$ cat src/rtl/ddr_pkg.sv
// Shared types for the DDR arbiter: FSM states, requester IDs and width defaults.
package ddr_pkg;

    localparam int DEF_ADDR_W = 30;
    localparam int DEF_BLK_W  = 256;

    typedef enum logic [1:0] {
        ST_IDLE = 2'd0,
        ST_BUSY = 2'd1,
        ST_GAP  = 2'd2
    } state_t;

    typedef enum logic {
        REQ_I = 1'b0,
        REQ_D = 1'b1
    } req_id_t;

    function automatic req_id_t onehot_to_id(input logic [1:0] oh);
        return (oh == 2'b10) ? REQ_D : REQ_I;
    endfunction

endpackage

$ cat src/rtl/ddr_arbiter_rr_arb2.sv
// Two-way round-robin decision: grants the side not served last when both request.
module rr_arb2
    import ddr_pkg::*;
(
    input  logic       clk,
    input  logic       rst,
    input  logic [1:0] req,
    input  logic       update,
    output logic [1:0] grant
);

    req_id_t last;

    always_comb begin
        grant = req;
        if (req == 2'b11) begin
            grant = (last == REQ_I) ? 2'b10 : 2'b01;
        end
    end

    // Pointer starts on the data side so the instruction side wins the first tie.
    always_ff @(posedge clk) begin
        if (rst) begin
            last <= REQ_D;
        end else if (update) begin
            last <= onehot_to_id(grant);
        end
    end

endmodule

$ cat src/rtl/ddr_arbiter.sv
// Arbitrates instruction- and data-side block requests onto a single DDR controller port.
module ddr_arbiter
    import ddr_pkg::*;
#(
    parameter int ADDR_W  = DEF_ADDR_W,
    parameter int BLK_W   = DEF_BLK_W,
    parameter int TIMEOUT = 4095
) (
    input  logic              clk,
    input  logic              rst,
    input  logic              i_req,
    input  logic              d_req,
    input  logic [ADDR_W-1:0] i_addr,
    input  logic [ADDR_W-1:0] d_addr,
    input  logic              d_we,
    input  logic [BLK_W-1:0]  d_wdata,
    output logic              i_ack,
    output logic              d_ack,
    output logic [BLK_W-1:0]  rdata,
    output logic              err,
    output logic              ram_en,
    output logic              ram_write,
    output logic [ADDR_W-1:0] ram_addr,
    output logic [BLK_W-1:0]  data_to_ram,
    input  logic              ram_rdy,
    input  logic [BLK_W-1:0]  block_out
);

    localparam int               CNT_W    = $clog2(TIMEOUT + 1);
    localparam logic [CNT_W-1:0] CNT_LAST = CNT_W'(TIMEOUT - 1);

    state_t            state;
    req_id_t           owner;
    req_id_t           winner;
    logic [CNT_W-1:0]  busy_cnt;
    logic [1:0]        grant;
    logic              take;

    assign take   = (state == ST_IDLE) && (i_req || d_req);
    assign winner = onehot_to_id(grant);

    rr_arb2 u_rr (
        .clk    (clk),
        .rst    (rst),
        .req    ({d_req, i_req}),
        .update (take),
        .grant  (grant)
    );

    always_ff @(posedge clk) begin
        if (rst) begin
            state       <= ST_IDLE;
            owner       <= REQ_I;
            busy_cnt    <= '0;
            ram_en      <= 1'b0;
            ram_write   <= 1'b0;
            ram_addr    <= '0;
            data_to_ram <= '0;
            rdata       <= '0;
            i_ack       <= 1'b0;
            d_ack       <= 1'b0;
            err         <= 1'b0;
        end else begin
            i_ack <= 1'b0;
            d_ack <= 1'b0;
            err   <= 1'b0;
            case (state)
                ST_IDLE: begin
                    if (take) begin
                        owner       <= winner;
                        ram_en      <= 1'b1;
                        ram_write   <= (winner == REQ_D) && d_we;
                        ram_addr    <= (winner == REQ_D) ? d_addr : i_addr;
                        data_to_ram <= (winner == REQ_D) ? d_wdata : '0;
                        busy_cnt    <= '0;
                        state       <= ST_BUSY;
                    end
                end
                ST_BUSY: begin
                    // A completion on the final permitted cycle still counts as a normal completion.
                    if (ram_rdy || busy_cnt == CNT_LAST) begin
                        if (ram_rdy) begin
                            rdata <= block_out;
                        end else begin
                            err <= 1'b1;
                        end
                        i_ack  <= (owner == REQ_I);
                        d_ack  <= (owner == REQ_D);
                        ram_en <= 1'b0;
                        state  <= ST_GAP;
                    end else begin
                        busy_cnt <= busy_cnt + CNT_W'(1);
                    end
                end
                ST_GAP: begin
                    state <= ST_IDLE;
                end
                default: begin
                    state  <= ST_IDLE;
                    ram_en <= 1'b0;
                end
            endcase
        end
    end

endmodule

$ cat config.mk
export PLATFORM = sky130hd
export DESIGN_NAME = ddr_arbiter
export DESIGN_NICKNAME = d
export VERILOG_FILES = /design/src/rtl/ddr_pkg.sv /design/src/rtl/ddr_arbiter_rr_arb2.sv /design/src/rtl/ddr_arbiter.sv
export SDC_FILE = /design/constraint.sdc
export NUM_CORES = 1
export LEC_CHECK = 0
export CELL_PAD_IN_SITES_DETAIL_PLACEMENT = 1
export CELL_PAD_IN_SITES_GLOBAL_PLACEMENT = 1
export CORE_AREA = 2 2 438 440
export CTS_BUF_LIST = sky130_fd_sc_hd__clkbuf_2
export CTS_CLUSTER_SIZE = 12
export DETAILED_ROUTE_END_ITERATION = 8
export DIE_AREA = 0 0 440 442
export PLACE_DENSITY = 0.47
export SYNTH_ARGS = -nofsm -noshare
export SYNTH_HDL_FRONTEND = slang
export SYNTH_SLANG_ARGS = --single-unit
$ cat constraint.sdc
create_clock -name clk -period 1.5 [get_ports clk]
set_input_delay 0.3 -clock clk [delete_from_list [all_inputs] [get_ports clk]]
set_output_delay 0.3 -clock clk [all_outputs]
set_load 0.005 [all_outputs]
==> results of run 1 <==
[metrics by stage]
| step | hold slack [ps] | util, % | worst slack [ps] |
|---|---|---|---|
| 3_5_place_dp | 446 | 18.3 | -585 |
| 2_1_floorplan | 372 | - | 20.6 |
| 3_3_place_gp | 441 | 18.3 | -563 |
[synthesized netlist by cell type, types with 2 or more instances]
master / number / area [sq um]
inv_1: 7 / 26.3
a21oi_1: 262 / 1310
a311oi_1: 2 / 17.5
mux2i_1: 32 / 320
ha_1: 2 / 25.0
nor2_1: 300 / 1130
and2_1: 3 / 18.8
buf_6: 2 / 22.5
dfxtp_1: 563 / 11300
o32ai_1: 2 / 17.5
clkbuf_1: 96 / 360
buf_4: 13 / 97.6
o21ai_1: 2 / 10.0
a211oi_1: 30 / 225
a32o_1: 4 / 40.0
a22oi_1: 257 / 1930
nand4_1: 2 / 12.5
nand2_1: 521 / 1960
nand3_1: 6 / 30.0
o21ai_0: 6 / 30.0
nor3_1: 5 / 25.0
o31a_1: 2 / 17.5
buf_1: 7 / 26.3
o22ai_1: 2 / 12.5
buf_2: 72 / 360
[cells by family after synthesis]
| group | Yosys count |
|---|---|
| and+or+nand+nor | 846 |
| AOI/OAI and AO/OA | 578 |
| DFF | 563 |
| buffers and inverters | 197 |
| muxes | 32 |
| adders and majority gates | 2 |
==> results.cfg, run 1 <==
[synthesis]
synth_xor_area_share_pct = 0
synthCells = 2218
synth_mux_area_share_pct = 1.65
synthArstFlopShare_pct = 0
synth_edf_count = 0
yosysSeqAreaShare_pct = 57.9
synth-main-ff-cell = dfxtp_1
synthAdderAreaFrac_pct = 0.129
synth.net_count = 2798
synthSimpleGateAreaFrac_pct = 16.7
netlist_area_sq_um = 19500
synth-seq-cells = 563
yosysUniqueCellTypes = 43
synth_compound_area_share_pct = 19.0
yosys_warnings = 0
syn_area_per_cell_sq_um = 8.78
synth_top_family_by_area = compound AO/OA/AOI/OAI gates

[clock_tree]
cts_made_buffers = 176
cts_post_setup_buffers_inserted = 58
cts_htree_levels = 4
cts_resized = 3227
postCtsHoldBufs = 1239
clock_path_buffers = 3
clock_sinks = 563
root_buffer = clkbuf_2

[floorplanning]
die_height_um = 442
pin_count = 1125
num_rows = 160
die_x_um = 440
initial_core_util_pct = 10.3

[placed_design]
dp_hpwl_um = 92100
gp_congestion = 0.826
dp.cells = 5810
portBuffers = 1124
place_area_sq_um = 34800

[run_status]
status = did not finish
stop_stage = 4_1_cts
tool.error = [ERROR RSZ-0060] Max buffer count reached.
==> run 2, diff against run 1 <==
CELL_PAD_IN_SITES_DETAIL_PLACEMENT = not set   (was 1)
CELL_PAD_IN_SITES_GLOBAL_PLACEMENT = not set   (was 1)
CORE_AREA = 2 2 435 437   (was 2 2 438 440)
CTS_BUF_LIST = not set   (was sky130_fd_sc_hd__clkbuf_2)
CTS_CLUSTER_SIZE = not set   (was 12)
DIE_AREA = 0 0 437 439   (was 0 0 440 442)
PLACE_DENSITY = not set   (was 0.47)
PLACE_DENSITY_LB_ADDON = 0.15   (was not set)
clock period = 2 ns   (was 1.5 ns; I/O delays follow)
==> results.cfg, run 2 <==
[run_status]
status = complete, no violations

[setup_path]
rr_startpoint = state[0]
crit_start = rdata[52]
worstSetupPathType = reg2out
r2r-end = rdata[160]
cp-endpoint = rdata[52]
r2r_slack_ps = 290
cp_slowest_cell = clkdlybuf4s50_1
critPathMaxStageDelay_ps = 500
startpoint_type = flop
crit_buf_inv = 1
end_kind = output port
cp.depth = 1
crit_fanout = 2
cpLargestDelayFamily = buffers and inverters
cp.required_ps = 1600
cp.arrival_ps = 1480
path_cells = clkdlybuf4s50_1
rr_worst_depth = 6

[placed_design]
dp_hpwl_um = 83900
place_ws_ps = -216
place_area_sq_um = 34400
gp_congestion = 0.783
portBuffers = 1124
dp.cells = 5779

[sta]
period_share_pct = 94.1
setup_viol = 0
skew_ps = 25.3
hold_viol_final = 0
worst_pin_slew_ps = 527
maxSlewViolCount = 0
slew_headroom_pct = 64.9
holdWs_ps = 127
min_period_ps = 1880
setup_ws_ps = 118
fmax_mhz = 531
tns_ps = 0
rsz0062_at_grt = no

[finish]
utilization_pct = 19.5
layout_common_cells = 582 x clkdlybuf4s50_1, 547 x dfxtp_1, 535 x dlygate4sd2_1
area_growth_pct = 87.2
final_cell_area_sq_um = 36400
ff_latch_area_sq_um = 11300
layout.nets = 3943
top_regs = data_to_ram: 256 flops, rdata: 256 flops, ram_addr: 30 flops
multiInputGateArea_sq_um = 7340
layout_commonest_cell = clkdlybuf4s50_1
fin_cells = 5932
final_layout_size_suffix_gt1_share_pct = 8.18
n_fill_cell = 21000

[synthesis]
synth.net_count = 2798
syn_area_per_cell_sq_um = 8.78
synthCells = 2218
synth.largest_area_cell = dfxtp_1
synthArstFlopShare_pct = 0
yosysMostFrequentCell = dfxtp_1
synth_edf_count = 0
yosys_warnings = 0
netlist_area_sq_um = 19500
yosysSeqAreaShare_pct = 57.9
yosys-top-cells-count = 563 x dfxtp_1, 521 x nand2_1, 300 x nor2_1
synth-main-ff-cell = dfxtp_1
synthTopCellsByArea = dfxtp_1 58%, nand2_1 10%, a22oi_1 9.9%, a21oi_1 6.7%, nor2_1 5.8%
synth_top_area_share_pct = 57.9
synth-seq-cells = 563
yosysUniqueCellTypes = 43

[clock_tree]
cts_resized = 550
cts_made_buffers = 77
cts_htree_levels = 3
clkTransAtPathRegs_ps = 50
clock_sinks = 563
clk_latency_ps = 690
root_buffer = clkbuf_16
cts_tree = yes
cts_post_setup_buffers_inserted = 0
postCtsHoldBufs = 0
clock_path_buffers = 3

[floorplanning]
dieArea_sq_um = 192000
num_rows = 159
pin_count = 1125
die_height_um = 439
initial_core_util_pct = 10.4
fp.coreArea_sq_um = 187000
die_x_um = 437

[power]
comb_power_share_pct = 14.6
p_sw_share_pct = 26.1
total_power_mw = 31.1
p_leak_nw = 15.3
seqPwrFrac_pct = 38.9
p_switching_mw = 8.13
pwr-share-clk_pct = 46.5
p_per_area_nw_per_um2 = 854
irDropWorstVdd_uv = 503
p_int_mw = 23.0

[routing]
drt-vias-per-instance = 3.37
routedWlPerCell_um = 18.6
drtPass1Iterations = 5
drc = 0
vias = 20000
totalWireLength_um = 110000
drt_iter0_drc = 754
drtAntennaViolNets = 0

[job]
cap_violations = 0

[global_route]
grt_usage_pct = 11.0
grt-ovfl-total = 0
use_met1_pct = 11.8
antenna_found_initial = 23
use_met2_pct = 19.0
grt_use_met3_pct = 4.49
top_usage_layer = met2
first_global_vias = 20500
grt_max_degree = 46
grt_pass1_wl_um = 153000

[min_path]
hold_path_class = in2reg
[run 2: cell families after synthesis]
family          after synthesis  share of synthesized area [%]
flops                       563                           57.9
compound gates              578                           19.0
mux                          32                           1.65
buf+inv                     197                           4.59
fa+ha+maj                     2                          0.129
simple gates                846                           16.7
[run 2: cell type report]
cell class                 instances  share of cell area [%]
antenna                           15                   0.103
clock buffer                     123                    6.54
clock inverter                    15                   0.629
inverter                           7                  0.0721
multi-input combinational       1458                    20.1
sequential                       563                    31.0
tap                             2495                    8.57
timing repair buffer            1256                    32.9
[run 2: worst min path at each step]
stage / startpoint / to / slack, ps / depth (start not counted)
3_5_place_dp: rdata[231] / rdata[231] / 450 / 2
6_report: rst / rdata[248] / 130 / 2
2_1_floorplan: owner / i_ack / 410 / 1
5_1_grt: rst / rdata[252] / 60 / 2
4_1_cts: rst / rdata[227] / 30 / 2
3_3_place_gp: rdata[31] / rdata[31] / 440 / 2
[run 2: per-layer routing]
layer	part of all wire [%]	up-vias
li1	-	9854
met1	38	9325
met2	50	666
met3	8.3	155
met4	2.8	16
met5	0.094	-
[run 2: power by group through the flow]
stage               clock [mW]  sequential, mW  combinational [mW]
detailed placement           0            12.4                5.01
CTS                       15.3            12.1                4.66
finish                    14.5            12.1                4.53
floorplan                    0            12.4                1.53
global route              15.6            12.2                4.93
global placement             0            12.4                5.04
(Power assumes the default switching activity.)
==> run 3, diff against run 2 <==
ABC_AREA = 0   (was not set)
CORE_AREA = 3 3 436 438   (was 2 2 435 437)
DIE_AREA = 0 0 439 441   (was 0 0 437 439)
HOLD_SLACK_MARGIN = 0.03   (was not set)
==> results.cfg, run 3 (synthesized netlist as in run 2, its figures left out) <==
[routing]
totalWireLength_um = 110000
routedWlPerCell_um = 18.5
met3WireLength_um = 8970
drtAntennaViolNets = 0
top_layer = met5
drtPass1Iterations = 5
drt-vias-per-instance = 3.37
drt_iter0_drc = 714
wl_met1_um = 42400
drc = 0
route.met2.wl_um = 56200
vias = 19900

[floorplanning]
die_x_um = 439
num_rows = 159
dieArea_sq_um = 194000
fp.coreArea_sq_um = 187000
pin_count = 1125
initial_core_util_pct = 10.4
die_height_um = 441

[setup_path]
cp.depth = 1
rr_startpoint = state[1]
cpLargestDelayFamily = buffers and inverters
cp.arrival_ps = 1430
startpoint_type = flop
crit_buf_inv = 1
cp_slowest_cell = dlygate4sd2_1
crit_fanout = 2
worstSetupPathType = reg2out
rr_worst_depth = 5
critPathMaxStageDelay_ps = 430
path_cells = dlygate4sd2_1
crit_start = data_to_ram[50]
end_kind = output port
cp.required_ps = 1600

[clock_tree]
clk_latency_ps = 670
cts_post_setup_buffers_inserted = 0
cts_htree_levels = 3
clkTransAtPathRegs_ps = 60
root_buffer = clkbuf_16
cts_made_buffers = 78
clock_sinks = 563
clock_path_buffers = 3
cts_tree = yes

[global_route]
grt_pass1_wl_um = 152000
grt_usage_pct = 10.7
grt_max_degree = 56
antenna_found_initial = 10
first_global_vias = 20100
grt-ovfl-total = 0

[sta]
setup_viol = 0
skew_ps = 14.2
tns_ps = 0
rsz0062_at_grt = no
hold_viol_final = 0
slew_headroom_pct = 63.4
setup_ws_ps = 166
period_share_pct = 91.7
fmax_mhz = 545
worst_pin_slew_ps = 549
maxSlewViolCount = 0
min_period_ps = 1830

[min_path]
whs_path_depth = 3
min_from = block_out[194]
hold_path_class = in2reg

[run_status]
status = complete, no violations

[finish]
final_layout_size_suffix_gt1_share_pct = 8.40
top_regs = data_to_ram: 256 flops, rdata: 256 flops, ram_addr: 30 flops
layout_common_cells = 576 x clkdlybuf4s50_1, 549 x dfxtp_1, 545 x dlygate4sd2_1
layout_commonest_cell = clkdlybuf4s50_1
utilization_pct = 19.5
n_fill_cell = 21000
area_growth_pct = 87.6
layout.nets = 3950
fin_cells = 5928

[power]
p_per_area_nw_per_um2 = 850
irDropWorstVdd_uv = 572
p_leak_nw = 15.3
total_power_mw = 31.0

[placed_design]
portBuffers = 1124
gp_congestion = 0.770
dp_hpwl_um = 84500
place_ws_ps = -172
dp.cells = 5784

[job]
cap_violations = 0
run 3: cell types whose count changed in the layout (fill, tap and decap cells not counted), sizes merged, moves of 5 or more:
cell | before | now
diode | 15 | 4
clkdlybuf4s50 | 582 | 576
clkbuf | 123 | 118
clkinv | 6 | 13
buf | 134 | 139
dlymetal6s2s | 5 | 0
dlygate4sd2 | 535 | 545
run 3: timing repair:
action	in CTS	in global routing
endpoints found under the setup margin	546	0
hold endpoints to repair	11	0
resized for setup	563	0
hold buffers	1	0
run 3: area by class of cell:
cell class              count  area [sq um]  area share [%]
multi-input cells        1458          7340            20.1
clock buffers             118          2330            6.39
diodes                      4          10.0          0.0274
flip-flops and latches    563         11300            30.9
well taps                2495          3120            8.55
clock inverters            21           282           0.771
repair buffers           1262         12100            33.2
inverters                   7          26.3          0.0720
run 3: metrics by stage:
step | hold WS, ps | instance area (sq um)
after global routing | 194 | 36500
after CTS | 133 | 36500
final | 260 | 36500
after floorplan | 407 | 19500
after global placement | 441 | 34500
after detailed placement | 445 | 34500
run 3: worst paths after layout:
path	end	slack, ps
max reg2reg	ram_addr[22]	290
min reg2reg	rdata[205]	450
min	rdata[194]	260
max	data_to_ram[50]	170
run 3: worst register-to-register path, cell delays in order, from the launching register on:
cell and delay, ps:
dfxtp_1 390, nor2_1 310, o21a_2 410, buf_12 230
nor2_1 70, a211oi_1 220
run 3: power breakdown:
group          switching (mW)  total [mW]  internal, mW
logic                    2.15        4.55          2.40
clock network            5.81        14.4          8.59
registers               0.287        12.1          11.8
run 3: routing by layer:
layer | GRT usage, % | up-vias
met5 | 0 | -
met4 | 3.35 | 12
met3 | 4.02 | 106
met2 | 19.0 | 649
met1 | 11.8 | 9326
li1 | - | 9855
